==> src/rtl/cl_ocl_csr_pkg.sv <==
// Shared definitions for the OCL BAR control/status responder.
// Covers the register offsets, the AXI response codes, and the FSM state types.
package cl_ocl_csr_pkg;

    localparam logic [11:0] ADDR_ID       = 12'h000;
    localparam logic [11:0] ADDR_SCRATCH  = 12'h004;
    localparam logic [11:0] ADDR_CTRL     = 12'h008;
    localparam logic [11:0] ADDR_STATUS   = 12'h00C;
    localparam logic [11:0] ADDR_CYCLE_LO = 12'h010;
    localparam logic [11:0] ADDR_CYCLE_HI = 12'h014;
    localparam logic [11:0] ADDR_PENDING  = 12'h018;

    localparam logic [1:0] RESP_OKAY   = 2'b00;
    localparam logic [1:0] RESP_SLVERR = 2'b10;

    localparam logic [31:0] DEAD_BEEF = 32'hDEAD_BEEF;

    typedef enum logic {W_IDLE, W_RESP} w_state_e;
    typedef enum logic {R_IDLE, R_RESP} r_state_e;

    // Byte-lane merge used by every strobed register write
    function automatic logic [31:0] apply_wstrb(input logic [31:0] old_value,
                                                input logic [31:0] new_value,
                                                input logic [3:0]  strb);
        logic [31:0] result;
        for (int b = 0; b < 4; b++) begin
            result[b*8 +: 8] = strb[b] ? new_value[b*8 +: 8] : old_value[b*8 +: 8];
        end
        return result;
    endfunction

endpackage

==> src/rtl/cl_ocl_csr_responder.sv <==
// AXI4-Lite responder for the OCL BAR.
// Provides ID, scratch, control, status, a cycle counter and a sticky event register.
module cl_ocl_csr_responder
    import cl_ocl_csr_pkg::*;
#(
    parameter logic [31:0] ID_VALUE   = 32'hF15E_0001,
    parameter int          NUM_EVENTS = 8
) (
    input  logic                  clk_main_a0,
    input  logic                  rst_main_n,
    input  logic                  s_awvalid,
    output logic                  s_awready,
    input  logic [31:0]           s_awaddr,
    input  logic                  s_wvalid,
    output logic                  s_wready,
    input  logic [31:0]           s_wdata,
    input  logic [3:0]            s_wstrb,
    output logic                  s_bvalid,
    input  logic                  s_bready,
    output logic [1:0]            s_bresp,
    input  logic                  s_arvalid,
    output logic                  s_arready,
    input  logic [31:0]           s_araddr,
    output logic                  s_rvalid,
    input  logic                  s_rready,
    output logic [31:0]           s_rdata,
    output logic [1:0]            s_rresp,
    output logic [31:0]           ctrl_o,
    input  logic [31:0]           status_i,
    input  logic [NUM_EVENTS-1:0] event_i
);

    w_state_e w_state, w_state_next;
    r_state_e r_state, r_state_next;

    logic                  w_accept;
    logic                  r_accept;
    logic [11:0]           w_offset;
    logic [11:0]           r_offset;
    logic [1:0]            wr_resp;
    logic [31:0]           rd_value;
    logic [1:0]            rd_resp;
    logic [31:0]           scratch;
    logic [31:0]           ctrl;
    logic [31:0]           status_q;
    logic [63:0]           cycle_count;
    logic [31:0]           cycle_hi_snap;
    logic [NUM_EVENTS-1:0] pending;
    logic [NUM_EVENTS-1:0] pending_clear;
    logic [31:0]           pending_ext;
    logic                  unused_addr_bits;

    // Only the word index selects a register; the rest of the address is don't-care
    assign w_offset = {s_awaddr[11:2], 2'b00};
    assign r_offset = {s_araddr[11:2], 2'b00};
    assign unused_addr_bits = ^{s_awaddr[31:12], s_awaddr[1:0], s_araddr[31:12], s_araddr[1:0]};

    assign ctrl_o = ctrl;

    always_ff @(posedge clk_main_a0 or negedge rst_main_n) begin
        if (!rst_main_n) begin
            w_state <= W_IDLE;
            r_state <= R_IDLE;
        end else begin
            w_state <= w_state_next;
            r_state <= r_state_next;
        end
    end

    always_comb begin
        w_state_next = w_state;
        s_awready    = 1'b0;
        s_wready     = 1'b0;
        s_bvalid     = 1'b0;
        w_accept     = 1'b0;
        case (w_state)
            W_IDLE: begin
                w_accept  = s_awvalid & s_wvalid;
                s_awready = w_accept;
                s_wready  = w_accept;
                if (w_accept) w_state_next = W_RESP;
            end
            W_RESP: begin
                s_bvalid = 1'b1;
                if (s_bready) w_state_next = W_IDLE;
            end
            default: w_state_next = W_IDLE;
        endcase
    end

    always_comb begin
        r_state_next = r_state;
        s_arready    = 1'b0;
        s_rvalid     = 1'b0;
        r_accept     = 1'b0;
        case (r_state)
            R_IDLE: begin
                r_accept  = s_arvalid;
                s_arready = s_arvalid;
                if (r_accept) r_state_next = R_RESP;
            end
            R_RESP: begin
                s_rvalid = 1'b1;
                if (s_rready) r_state_next = R_IDLE;
            end
            default: r_state_next = R_IDLE;
        endcase
    end

    always_comb begin
        case (w_offset)
            ADDR_ID, ADDR_SCRATCH, ADDR_CTRL, ADDR_STATUS,
            ADDR_CYCLE_LO, ADDR_CYCLE_HI, ADDR_PENDING: wr_resp = RESP_OKAY;
            default:                                    wr_resp = RESP_SLVERR;
        endcase
    end

    always_comb begin
        pending_ext                 = '0;
        pending_ext[NUM_EVENTS-1:0] = pending;
        for (int i = 0; i < NUM_EVENTS; i++) begin
            pending_clear[i] = w_accept && (w_offset == ADDR_PENDING) && s_wdata[i] && s_wstrb[i/8];
        end
    end

    always_comb begin
        rd_resp  = RESP_OKAY;
        rd_value = DEAD_BEEF;
        case (r_offset)
            ADDR_ID:       rd_value = ID_VALUE;
            ADDR_SCRATCH:  rd_value = scratch;
            ADDR_CTRL:     rd_value = ctrl;
            ADDR_STATUS:   rd_value = status_q;
            ADDR_CYCLE_LO: rd_value = cycle_count[31:0];
            ADDR_CYCLE_HI: rd_value = cycle_hi_snap;
            ADDR_PENDING:  rd_value = pending_ext;
            default:       rd_resp  = RESP_SLVERR;
        endcase
    end

    // Event set takes priority over a same-cycle write-one-to-clear
    always_ff @(posedge clk_main_a0 or negedge rst_main_n) begin
        if (!rst_main_n) begin
            scratch     <= '0;
            ctrl        <= '0;
            status_q    <= '0;
            cycle_count <= '0;
            pending     <= '0;
            s_bresp     <= RESP_OKAY;
        end else begin
            status_q    <= status_i;
            cycle_count <= cycle_count + 64'd1;
            pending     <= (pending & ~pending_clear) | event_i;
            if (w_accept) begin
                s_bresp <= wr_resp;
                if (w_offset == ADDR_SCRATCH) scratch <= apply_wstrb(scratch, s_wdata, s_wstrb);
                if (w_offset == ADDR_CTRL)    ctrl    <= apply_wstrb(ctrl, s_wdata, s_wstrb);
            end
        end
    end

    // High word is latched with the low-word read so a LO/HI pair is coherent
    always_ff @(posedge clk_main_a0 or negedge rst_main_n) begin
        if (!rst_main_n) begin
            s_rdata       <= '0;
            s_rresp       <= RESP_OKAY;
            cycle_hi_snap <= '0;
        end else if (r_accept) begin
            s_rdata <= rd_value;
            s_rresp <= rd_resp;
            if (r_offset == ADDR_CYCLE_LO) cycle_hi_snap <= cycle_count[63:32];
        end
    end

endmodule

==> config.mk <==
export PLATFORM = sky130hd
export DESIGN_NAME = cl_ocl_csr_responder
export DESIGN_NICKNAME = d
export VERILOG_FILES = /design/src/rtl/cl_ocl_csr_pkg.sv /design/src/rtl/cl_ocl_csr_responder.sv
export SDC_FILE = /design/constraint.sdc
export NUM_CORES = 1
export LEC_CHECK = 0
export BUFFER_PORTS_ARGS = -buffer_cell sky130_fd_sc_hd__buf_2
export CORE_ASPECT_RATIO = 1.75
export CORE_MARGIN = 1.5
export CORE_UTILIZATION = 55
export CTS_CLUSTER_DIAMETER = 60
export DETAILED_ROUTE_END_ITERATION = 16
export GPL_ROUTABILITY_DRIVEN = 0
export PLACE_DENSITY_LB_ADDON = 0.25
export SYNTH_ARGS = -nofsm -noshare
export SYNTH_HDL_FRONTEND = slang
export SYNTH_SLANG_ARGS = --single-unit
==> constraint.sdc <==
create_clock -name clk_main_a0 -period 2.3 [get_ports clk_main_a0]
set_input_delay 0.345 -clock clk_main_a0 [delete_from_list [all_inputs] [get_ports clk_main_a0]]
set_output_delay 0.345 -clock clk_main_a0 [all_outputs]
set_load 0.02 [all_outputs]
* Yosys cells after proc, flatten, opt, wreduce, memory -nomap -nowiden
Index checks and enable logic that the tools add are counted.
W data, S select, Z words.
** Storage, ports and cells
- Word-level logic and storage cells :: 79
- Input bits :: 147
- Flip-flop bits (word level) :: 238
- Output and inout bits :: 73
** Cells by class
- Reduce and logical (&&, ||, !) cells :: 30
- Equal/unequal tests :: 12
- Muxes and demuxes :: 13
- Bitwise logic cells :: 6
- $add $sub $neg :: 1
** Operators by type and width (count)
- $pmux W32 S7 :: 1
- $add A64 B1 Y64 const B :: 1
- $eq A10 B3 Y1 const B :: 6
- $eq A10 B2 Y1 const B :: 4
- $logic_not A12 Y1 :: 2
- $reduce_and A3 Y1 :: 8
- $eq A10 B1 Y1 const B :: 2
- $logic_and A1 B1 Y1 :: 17
- $reduce_or A7 Y1 :: 2
- $and A8 B8 Y8 :: 1
- $mux W1 :: 8
- $not A8 Y8 :: 1
- $or A8 B8 Y8 :: 1
- $mux W2 :: 2
- $pmux W1 S2 :: 2
- $not A1 Y1 :: 2
- $reduce_and A2 Y1 :: 1
- $and A1 B1 Y1 :: 1

* Logic depth before layout (Yosys ltp)
Gate-level depths: netlist of the first run.
- Word-level depth :: 8
- Gate-level depth with buffers :: 8
- Mapped depth without buffers :: 7

* Worst setup path before layout of the first run
No wires, ideal clock.
- Kind :: flip-flop to flip-flop
- Start :: register r_state
- End :: register cycle_hi_snap[11]
- Setup time :: 0.125 ns
- Data required time :: 2.175 ns
- Buffers on the path :: 2
- Setup slack :: 0.211 ns
- Clock period less this slack :: 2.089 ns
- Data arrival time :: 1.964 ns
- Cell stages (with the launch flop) :: 8
- Path through :: dfrtp_1 -> inv_1 -> nand2_1 -> inv_1 -> clkbuf_1 -> nand3_1 -> clkbuf_1 -> mux2_2
** On the way
- Longest elaborated chain between the ends :: 2
** RTL lines
- from (decl) :: RTL line cl_ocl_csr_responder.sv:34 : r_state_e r_state, r_state_next;
- from (signal assigned) :: RTL line cl_ocl_csr_responder.sv:66 : r_state <= r_state_next;
- $mux W1 :: RTL line cl_ocl_csr_responder.sv:96 : case (r_state)
- $reduce_and A2 Y1 (no line)
- to (signal assigned) :: RTL line cl_ocl_csr_responder.sv:171 : if (r_offset == ADDR_CYCLE_LO) cycle_hi_snap <= cycle_count[63:32];
- to (decl) :: RTL line cl_ocl_csr_responder.sv:47 : logic [31:0] cycle_hi_snap;
No other way between the ends.
A chain may end at the register's enable or synchronous reset.

* Worst setup path in the final report of the first run
- Start :: register r_state
- End :: output s_arready
** On the way
- Longest elaborated chain between the ends :: 1
** RTL lines
- $mux W1 :: RTL line cl_ocl_csr_responder.sv:96
- to (decl) :: RTL line cl_ocl_csr_responder.sv:22 : output logic s_arready,
No other way between the ends.

==> Flow_metrics.wiki, run 1 <==
{| class="wikitable"
! Metric !! Value
|-
| CTS Buf Count || 22
|-
| Detail-routed net length per standard cell || around 20 µm
|-
| Die Ht || roughly 180 µm
|-
| Sink count of the clock tree || between 200 and 250
|-
| Largest voltage drop on the vdd net || 0.5735 mV
|-
| Proportion of synthesized area in mux cells || roughly 14%
|-
| Maximum clock frequency || between 400 and 500 MHz
|-
| Cell count after synthesis || between 800 and 900
|-
| Standard cell core area || between 15000 and 20000 µm²
|-
| Max capacitance violation total || 0
|-
| First-pass iteration count of the detailed router || 5
|-
| Crit-path slowest cell || dfrtp_1
|-
| Clock period minus final worst setup slack || ~2200 ps
|-
| CTS tree || yes
|-
| Total wirelength of the detailed-routed design || about 27000 µm
|-
| Peak fanout along the critical path || 27
|-
| Number of top-level pins || 220
|-
| Detailed router's first-iteration violation count || 510
|-
| Max clock buf depth || 3
|-
| Leakage power of the design || 6.069 nW
|-
| Total power draw || 0.008365 W
|-
| Number of antenna violations at the first check in global routing || 0
|-
| Fraction of synthesized cell area taken by the top area cell type || ~58%
|-
| Worst setup path class || reg2out
|-
| Crit path buffers/inverters || 4
|-
| Die Width || around 110 µm
|-
| Initial Util || approximately 56%
|-
| Synth warn || 0
|-
| Global-route track usage on met3 || slightly above 4%
|-
| Most common library cell in the layout ignoring fill and taps || dfrtp_1
|-
| Largest stage delay on the critical path || 370 ps
|-
| Number of distinct library cell variants in the gate-level netlist after synthesis || 50
|-
| DRC || 0
|-
| Simple-gate area share of the yosys netlist || 12.51%
|-
| Diode insertion count for antenna repair || 0
|-
| Via count of the first global-routing pass || around 8000
|-
| Antenna Nets Post-Route || 0
|-
| Number of levels the H-tree was split into || 1
|-
| Worst-path cell chain || inv_1 -> nand2_1 -> inv_1 -> buf_4 -> buf_2
|-
| Slack of the worst reg-to-reg path || between 150 and 200 ps
|-
| Post-synthesis adder-cell area fraction || 0.1222%
|-
| Clock latency at the later pin of the worst-skew pair || 510 ps
|-
| EDFF count, synth || 0
|-
| Multi-input gate area in the final layout || 4074 µm²
|-
| Total congestion overflow after global routing || 0
|-
| Share of the yosys chip area belonging to registers || between 50% and 60%
|-
| Critical path endpoint category || output pin
|-
| Maximum number of pins on one net before global-route repair || 76
|-
| Top cell family by delay on the critical path || buffers and inverters
|-
| Met2 capacity usage during global routing || about half
|-
| Area of the die || around 19000 µm²
|-
| Crit path DAT || 1840 ps
|-
| Port bufs || between 150 and 200
|-
| Top_reg_cell synth || dfrtp_1
|-
| Met1 usage || 34.62%
|-
| Fill cells || approximately 1400
|-
| Via total after detailed routing || between 7000 and 8000
|-
| Element type at the critical path start || register
|-
| Mapped Avg Cell Area || 12.05 µm²
|-
| Class of the worst hold path || in2reg
|-
| Proportion of register bits with asynchronous set or reset after synthesis || between 90% and 100%
|-
| Final Skew || about 14 ps
|-
| Post-CTS clock slew at the launch and capture registers of the worst setup and hold paths || 70 ps
|-
| Worst max-slew margin expressed relative to the limit || 62.99%
|-
| Slew @ Worst Pin || 550.1 ps
|-
| Share of the cycle needed by the critical path after routing || 94.91%
|-
| Root Driver || clkbuf_16
|-
| Register area || ~5900 µm²
|-
| GRT Resource Usage Total || 28.56%
|-
| Cell count along the critical path || 5
|-
| Pwr dens || 655.7 nW/µm²
|-
| Max-slew violation count || 0
|-
| Main combinational cell family by area after synthesis || multiplexers
|-
| Layout overhead on the synthesized area || 24.60%
|-
| Xor and xnor fraction of the mapped netlist area || under 10%
|-
| Depth of the most critical reg-to-reg path || 6
|-
| Buffers inserted by post-CTS timing repair || 0
|-
| Setup violation total in the final timing report || 0
|-
| Final-layout worst hold slack || 14.42 ps
|-
| First-pass GRT wire length || between 40000 and 50000 µm
|-
| Data required time of the worst path || 1960 ps
|-
| Number of cells traversed by the worst hold path || 2
|-
| Detailed-placement wirelength estimate || a little under 20000 µm
|-
| Most frequent cells in the layout || dfrtp_1, buf_2, mux2_2
|-
| Combined area of all synthesized cells || between 10000 and 15000 µm²
|-
| Cell taking the most area after synthesis || dfrtp_1
|-
| Share of cells above drive strength 1 || approximately 34%
|-
| Cell mode on critical path || inv_1
|-
| Final Net Count || around 1200
|-
| Rows || 65
|-
| Result of the run || complete, no violations
|-
| Via-per-instance ratio || around 5.8
|-
| Biggest area contributors in the synthesized netlist || dfrtp_1, mux2_2, xnor2_1
|-
| Count of final hold-check violations || 0
|-
| Setup repair after global routing missed its margin || false
|-
| Layer with the highest usage || met2
|-
| Flops & latches, synth || ~240
|-
| Compound-cell area share of the yosys netlist || between 7 and 8%
|}
-- routing by layer --
| metal | routed length [µm] | vias to the layer above | share of wire, % |
|---|---|---|---|
| li1 | - | 3526 | - |
| met1 | 10270 | 3943 | 38 |
| met2 | 13950 | 289 | 52 |
| met3 | 1397 | 74 | 5.2 |
| met4 | 1276 | 0 | 4.7 |
| met5 | 0 | - | 0 |
-- power by group --
part	leakage, nW	switching [W]	internal (W)	total, W
registers	3.03	0.0000195	0.00419	0.00421
clock network	0.354	0.00153	0.00213	0.00366
logic	2.68	0.000292	0.000201	0.000493
-- layout make-up --
cell class	count	area share (%)
clock inverter	8	0.7258
timing repair buffer	261	13.08
tap	234	2.295
multi-input combinational	552	31.93
clock buffer	32	4.933
sequential	236	46.29
inverter	25	0.7356
-- repair_timing --
| action | in CTS | in global routing |
|---|---|---|
| hold endpoints to repair | 84 | 0 |
| hold buffers | 33 | 0 |
| resized for setup | 0 | 0 |
-- Yosys cell counts (2+ instances only) --
library cell  count
dfrtp_1         236
nand2_1          59
o21ai_1           7
a221oi_1         15
a21oi_1          23
and4_1            8
mux2_2          102
nor4_4            2
o21ai_0          19
clkbuf_1         21
or2_2             3
a211oi_1          5
nor3_1           19
nor2_1           63
buf_1             4
xor2_1           28
and3_1            4
nor4_1           12
nor2_4            4
inv_1            24
a222oi_1          5
mux2_1           11
buf_2             9
a21o_1            8
o22a_1            4
or3_1             5
a22oi_1           4
nand4_1          13
mux2i_1          14
a32oi_1           5
nor2b_1           8
buf_4             4
nand2b_1          4
o22ai_1           5
nand3_1          28
xnor2_1          34
a221o_1          11
nor3_2            5
a31oi_1           4
-- state kept, by name (all words and copies together) (netlist names) --
| register | count |
|---|---|
| ctrl_o | 32 |
| cycle_count | 64 |
| cycle_hi_snap | 32 |
| pending | 8 |
| r_state | 1 |
| s_bresp | 1 |
| s_rdata | 32 |
| s_rresp | 1 |
| scratch | 32 |
| status_q | 32 |
| w_state | 1 |
-- through the flow --
step | utilization [%] | instances | TNS (ps) | setup WS [ps] | area [µm²]
3_3_place_gp | 64.54 | 1275 | -887.2 | -44.76 | 11710
6_report | 70.34 | 1348 | 0 | 117.2 | 12760
2_1_floorplan | - | 851 | 0 | 211.0 | 10240
3_5_place_dp | 64.54 | 1275 | -1250 | -57.42 | 11710
5_1_grt | 70.34 | 1348 | 0 | 33.65 | 12760
4_1_cts | 70.34 | 1348 | 0 | 121.3 | 12760
-- final timing paths --
| check | start | end |
|---|---|---|
| max reg2reg | cycle_count[2] | cycle_count[53] |
| min reg2reg | cycle_hi_snap[15] | cycle_hi_snap[15] |
| min in group asynchronous | rst_main_n | status_q[6] |
| min | event_i[3] | pending[3] |
| max | r_state | s_arready |
| max in group asynchronous | rst_main_n | ctrl_o[23] |
-- cells by family (layout without fill, tap and decap cells) --
logic type               Yosys count  count (layout)
multiplexers                     127             127
XOR/XNOR                          62              62
flip-flops                       236             236
adder cells (fa/ha/maj)            1               1
other                              1               2
AO/OA/AOI/OAI                    117             117
AND/OR/NAND/NOR                  243             243
buffers and inverters             63             326
Power figures use the tool's default switching activity.
==> run 2: changes to the inputs <==
--- a/config.mk
+++ b/config.mk
@@ -12,7 +12,7 @@
 export CTS_CLUSTER_DIAMETER = 60
 export DETAILED_ROUTE_END_ITERATION = 16
 export GPL_ROUTABILITY_DRIVEN = 0
-export PLACE_DENSITY_LB_ADDON = 0.25
+export PLACE_DENSITY = 0.8
 export SYNTH_ARGS = -nofsm -noshare
 export SYNTH_HDL_FRONTEND = slang
 export SYNTH_SLANG_ARGS = --single-unit
==> run 2 against run 1 <==
- sequential share of layout area about the same
- clock power increased by 3%
- power increased by 1.3%
- largest power group unchanged
- final cell count decreased by 0.59%
- critical path type unchanged
- wire length increased by 0.74%
- highest routed layer unchanged
==> Flow_metrics.wiki, run 2 (synthesized netlist as in run 1, its figures left out) <==
{| class="wikitable"
! Metric !! Value
|-
| Critical path endpoint category || output pin
|-
| Crit path DAT || about 1900 ps
|-
| Detail-routed net length per standard cell || 20.22 µm
|-
| Sink count of the clock tree || ~240
|-
| Element type at the critical path start || register
|-
| Total congestion overflow after global routing || 0
|-
| Summed area of non-filler cells in the final layout || roughly 13000 µm²
|-
| Setup violation total in the final timing report || 0
|-
| Largest voltage drop on the vdd net || ~0.53 mV
|-
| Buffers inserted by post-CTS timing repair || 0
|-
| Maximum number of pins on one net before global-route repair || 70
|-
| Leakage power of the design || approximately 6 nW
|-
| Pwr dens || 664.2 nW/µm²
|-
| Number of top-level pins || 220
|-
| Area after detailed placement || between 10000 and 15000 µm²
|-
| Port bufs || around 170
|-
| Slew @ Worst Pin || approximately 540 ps
|-
| Cell mode on critical path || inv_1
|-
| Detailed-placement wirelength estimate || between 15000 and 20000 µm
|-
| First-pass GRT wire length || ~43000 µm
|-
| Flip-flop count of the largest register, all copies and words added || 64
|-
| Crit-path slowest cell || dfrtp_1
|-
| Post-CTS clock slew at the launch and capture registers of the worst setup and hold paths || about 70 ps
|-
| Most common library cell in the layout ignoring fill and taps || dfrtp_1
|-
| Detailed router's first-iteration violation count || around 660
|-
| Setup repair after global routing missed its margin || false
|-
| Number of levels the H-tree was split into || 1
|-
| Max clock buf depth || 3
|-
| Worst-path cell chain || inv_1 -> nand2_1 -> inv_1 -> buf_4 -> buf_2
|-
| Final sum of negative setup slack || 0 ps
|-
| First-pass iteration count of the detailed router || 5
|-
| Worst setup path class || reg2out
|-
| Clock latency at the later pin of the worst-skew pair || around 500 ps
|-
| Layout overhead on the synthesized area || 24.65%
|-
| Via total after detailed routing || between 7000 and 8000
|-
| Die Width || around 110 µm
|-
| Maximum clock frequency || between 400 and 500 MHz
|-
| Largest stage delay on the critical path || around 380 ps
|-
| Share of the cycle needed by the critical path after routing || 95.26%
|-
| Share of cells above drive strength 1 || 34.18%
|-
| Initial Util || 56.45%
|-
| Total wirelength of the detailed-routed design || about 27000 µm
|-
| Die Ht || roughly 180 µm
|-
| Number of cells traversed by the worst hold path || 2
|-
| Root Driver || clkbuf_16
|-
| Final Skew || between 10 and 15 ps
|-
| Worst max-slew margin expressed relative to the limit || a little under two thirds
|-
| DRC || 0
|-
| Antenna Nets Post-Route || 0
|-
| Final Net Count || between 1000 and 1500
|-
| Most frequent cells in the layout || dfrtp_1, buf_2, mux2_2
|-
| Class of the worst hold path || in2reg
|-
| Area of the die || around 19000 µm²
|-
| Rows || 65
|-
| Largest reg by FF count || cycle_count
|-
| Clock period minus final worst setup slack || 2191 ps
|-
| Data required time of the worst path || about 2000 ps
|-
| Total power draw || ~0.0085 W
|-
| Result of the run || complete, no violations
|-
| CTS-repair resized insts || 0
|-
| CTS Buf Count || 21
|-
| Standard cell core area || about 18000 µm²
|-
| Number of antenna violations at the first check in global routing || 0
|-
| CTS tree || yes
|-
| Via count of the first global-routing pass || a little over 8000
|-
| Diode insertion count for antenna repair || 0
|-
| GRT Resource Usage Total || ~28%
|-
| Via-per-instance ratio || roughly 6
|-
| Peak fanout along the critical path || 27
|-
| Max-slew violation count || 0
|-
| Max capacitance violation total || 0
|-
| Depth of the most critical reg-to-reg path || 5
|-
| Count of final hold-check violations || 0
|}
run 2: per-layer routing:
layer  up-vias  part of all wire [%]  GRT usage, %
li1       3528                     -             -
met4         0                   4.8         13.84
met2       375                    51         48.70
met3        86                   6.2         3.190
met5         -                     0             0
met1      3973                    38         35.82
run 2: through the flow:
| stage | cells | setup WS, ps | hold slack, ps | util, % |
|---|---|---|---|---|
| 6_report | 1340 | 109.0 | 15.46 | 70.37 |
| 5_1_grt | 1340 | 11.56 | 36.64 | 70.37 |
| 4_1_cts | 1340 | 127.4 | 13.18 | 70.37 |
| 3_5_place_dp | 1270 | -37.99 | 334.4 | 64.47 |
| 3_3_place_gp | 1270 | -35.11 | 328.0 | 64.47 |
| 2_1_floorplan | 851 | 211.0 | 49.41 | - |
run 2: path summary, 6_finish.rpt:
path                                      start                end  slack (ps)
worst max-delay path                    r_state          s_arready         110
worst min-delay path                   s_bready            w_state          20
worst max register to register  cycle_count[48]    cycle_count[57]         200
worst min register to register  cycle_count[63]    cycle_count[63]         460
max in group asynchronous            rst_main_n  cycle_hi_snap[13]        1210
min in group asynchronous            rst_main_n   cycle_hi_snap[1]         370
run 2: what timing repair did:
item	4_1_cts	5_1_grt
endpoints found under the setup margin	0	0
endpoints found under the hold margin	96	0
hold buffers	33	0
run 2: final cells by class:
cell class | instances | area (µm²)
flip-flops and latches | 236 | 5906
multi-input cells | 552 | 4074
inverters | 25 | 93.84
fillers | 1238 | 5374
well taps | 234 | 292.8
repair buffers | 256 | 1657
clock inverters | 8 | 143.9
clock buffers | 29 | 595.6
run 2: power by group:
part	internal, W	switching, W	total, W	leakage [nW]
Sequential	0.00419	0.0000185	0.00421	3.03
Clock	0.00226	0.00151	0.00377	0.365
Combinational	0.000200	0.000296	0.000496	2.67
run 2: worst max-delay path, delay by kind of cell, from the launching register on:
| kind | cells | cell delay [ps] |
|---|---|---|
| buf+inv | 4 | 840 |
| flops | 1 | 380 |
| simple gates | 1 | 130 |
==> run 3: changes to the inputs <==
--- a/config.mk
+++ b/config.mk
@@ -7,12 +7,11 @@
 export LEC_CHECK = 0
 export BUFFER_PORTS_ARGS = -buffer_cell sky130_fd_sc_hd__buf_2
 export CORE_ASPECT_RATIO = 1.75
-export CORE_MARGIN = 1.5
-export CORE_UTILIZATION = 55
+export CORE_UTILIZATION = 50
 export CTS_CLUSTER_DIAMETER = 60
 export DETAILED_ROUTE_END_ITERATION = 16
 export GPL_ROUTABILITY_DRIVEN = 0
-export PLACE_DENSITY = 0.8
+export PLACE_DENSITY = 0.74
 export SYNTH_ARGS = -nofsm -noshare
 export SYNTH_HDL_FRONTEND = slang
 export SYNTH_SLANG_ARGS = --single-unit
==> run 3 against run 2 <==
- sequential share of layout area decreased by 0.48 points
- power increased by 5.3%
- highest routed layer unchanged
- count of clock-buffer cells in the layout decreased by 1
==> Flow_metrics.wiki, run 3 (synthesized netlist as in run 1, its figures left out) <==
{| class="wikitable"
! Metric !! Value
|-
| Result of the run || complete, no violations
|-
| Rows || 68
|-
| Maximum clock frequency || roughly 450 MHz
|-
| Detail-routed net length per standard cell || ~20 µm
|-
| Peak fanout along the critical path || 27
|-
| Die Width || approximately 110 µm
|-
| Fill cells || roughly 1500
|-
| Post-CTS clock slew at the launch and capture registers of the worst setup and hold paths || 70 ps
|-
| CTS Buf Count || 22
|-
| Antenna Nets Post-Route || 0
|-
| DRC || 0
|-
| First-pass GRT wire length || roughly 43000 µm
|-
| Number of levels the H-tree was split into || 1
|-
| Final Net Count || 1243
|-
| Max capacitance violation total || 0
|-
| Port bufs || 173
|-
| Most frequent cells in the layout || dfrtp_1, buf_2, mux2_2
|-
| Max-slew violation count || 0
|-
| Most common library cell in the layout ignoring fill and taps || dfrtp_1
|-
| Via-per-instance ratio || roughly 5.7
|-
| Max clock buf depth || 3
|-
| Sink count of the clock tree || about 240
|-
| Largest reg by FF count || cycle_count
|-
| Cell count after placement || 1283
|-
| Flip-flop count of the largest register, all copies and words added || 64
|-
| Multi-input gate area in the final layout || between 4000 and 5000 µm²
|-
| Register area || slightly below 6000 µm²
|-
| Layout overhead on the synthesized area || 25.94%
|-
| Final-layout worst hold slack || 15.01 ps
|-
| Root Driver || clkbuf_16
|-
| Crit path DAT || 1860 ps
|-
| Leakage power of the design || 6.125 nW
|-
| Depth of the most critical reg-to-reg path || 6
|-
| Number of cells traversed by the worst hold path || 2
|-
| Post-route core utilization || approximately 65%
|-
| Worst setup path class || reg2out
|-
| Detailed-placement wirelength estimate || roughly 19000 µm
|-
| Total wirelength of the detailed-routed design || about 27000 µm
|-
| Maximum number of pins on one net before global-route repair || 64
|-
| Via count of the first global-routing pass || 8157
|-
| Area of the die || around 21000 µm²
|-
| Final Skew || 8.079 ps
|-
| Number of top-level pins || between 200 and 250
|-
| Setup repair after global routing missed its margin || false
|-
| Share of cells above drive strength 1 || between 30% and 40%
|-
| Number of antenna violations at the first check in global routing || 0
|-
| Pwr dens || between 600 and 700 nW/µm²
|-
| Number of standard cells in the layout, taps in and fillers out || ~1400
|-
| Count of final hold-check violations || 0
|-
| Class of the worst hold path || in2reg
|-
| Data required time of the worst path || slightly below 2000 ps
|-
| Diode insertion count for antenna repair || 0
|-
| End of the worst register-to-register path || scratch[5]
|-
| R2r startpoint || w_state
|-
| GRT Resource Usage Total || 26.72%
|-
| Slack of the worst reg-to-reg path || 180 ps
|-
| Detailed router's first-iteration violation count || ~520
|-
| First-pass iteration count of the detailed router || 6
|-
| Share of the cycle needed by the critical path after routing || 95.94%
|-
| Total congestion overflow after global routing || 0
|-
| CTS tree || yes
|-
| Via total after detailed routing || between 7000 and 8000
|-
| Worst Hold Path EP || pending[3]
|-
| Critical path endpoint category || output pin
|-
| Largest voltage drop on the vdd net || around 0.62 mV
|-
| Initial Util || between 50% and 60%
|-
| Element type at the critical path start || register
|-
| Start point of the worst hold path || event_i[3]
|-
| Die Ht || between 150 and 200 µm
|-
| Standard cell core area || ~20000 µm²
|-
| Clock period minus final worst setup slack || around 2200 ps
|-
| Setup violation total in the final timing report || 0
|-
| Clock latency at the later pin of the worst-skew pair || 500 ps
|}
run 3: cell types whose count changed in the layout (fill, tap and decap cells not counted), sizes merged:
cell	delta
bufinv	+3
inv	+1
clkinv	-2
clkbuf	-1
buf	+2
run 3: worst max-delay path, cell delays in order, from the launching register on:
cell and delay (ps):
dfrtp_1 390, inv_1 70, nand2_1 140, inv_1 140, buf_4 370, buf_2 240
run 3: how the worst max path moves through the flow:
stage,startpoint,endpoint,slack (ps),cells after the start
after floorplan,r_state,cycle_hi_snap[11],210,7
after global placement,s_awaddr[9],scratch[7],-70,7
after detailed placement,s_awaddr[9],scratch[3],-70,7
after CTS,r_state,s_arready,110,5
after global routing,w_state,scratch[2],50,6
final,r_state,s_arready,90,5
run 3: power by group:
group	total [W]	internal (W)	switching [W]
combinational	0.000494	0.000200	0.000295
sequential	0.00421	0.00419	0.0000187
clock	0.00422	0.00267	0.00154
run 3: per-stage QoR:
| step | setup TNS, ps | setup slack (ps) | power (W) | area (µm²) |
|---|---|---|---|---|
| 6_report | 0 | 93.35 | 0.008922 | 12890 |
| 5_1_grt | 0 | 52.69 | 0.009174 | 12890 |
| 4_1_cts | 0 | 112.9 | 0.008979 | 12890 |
| 3_5_place_dp | -1530 | -72.26 | 0.004741 | 11720 |
| 3_3_place_gp | -1414 | -65.83 | 0.004736 | 11720 |
| 2_1_floorplan | 0 | 211.0 | 0.004453 | 10240 |
run 3: what timing repair did:
item	4_1_cts	5_1_grt
setup buffers	0	0
hold buffers	33	0
hold endpoints to repair	83	0
resized for setup	0	0
endpoints found under the setup margin	0	0
run 3: metal layers:
metal  GRT usage (%)  routed length (µm)  vias to the layer above
met5               0                   0                        -
met4           9.767                 783                        0
met3           3.750                1622                       53
met2           48.05               14280                      266
met1           31.86               10280                     3892
li1                -                   -                     3530
run 3: area by class of cell:
type	count	share of cell area, %
flip-flops and latches	236	45.80
multi-input cells	552	31.59
repair buffers	258	12.96
clock buffers	28	4.764
well taps	245	2.377
clock inverters	10	1.776
inverters	25	0.7277
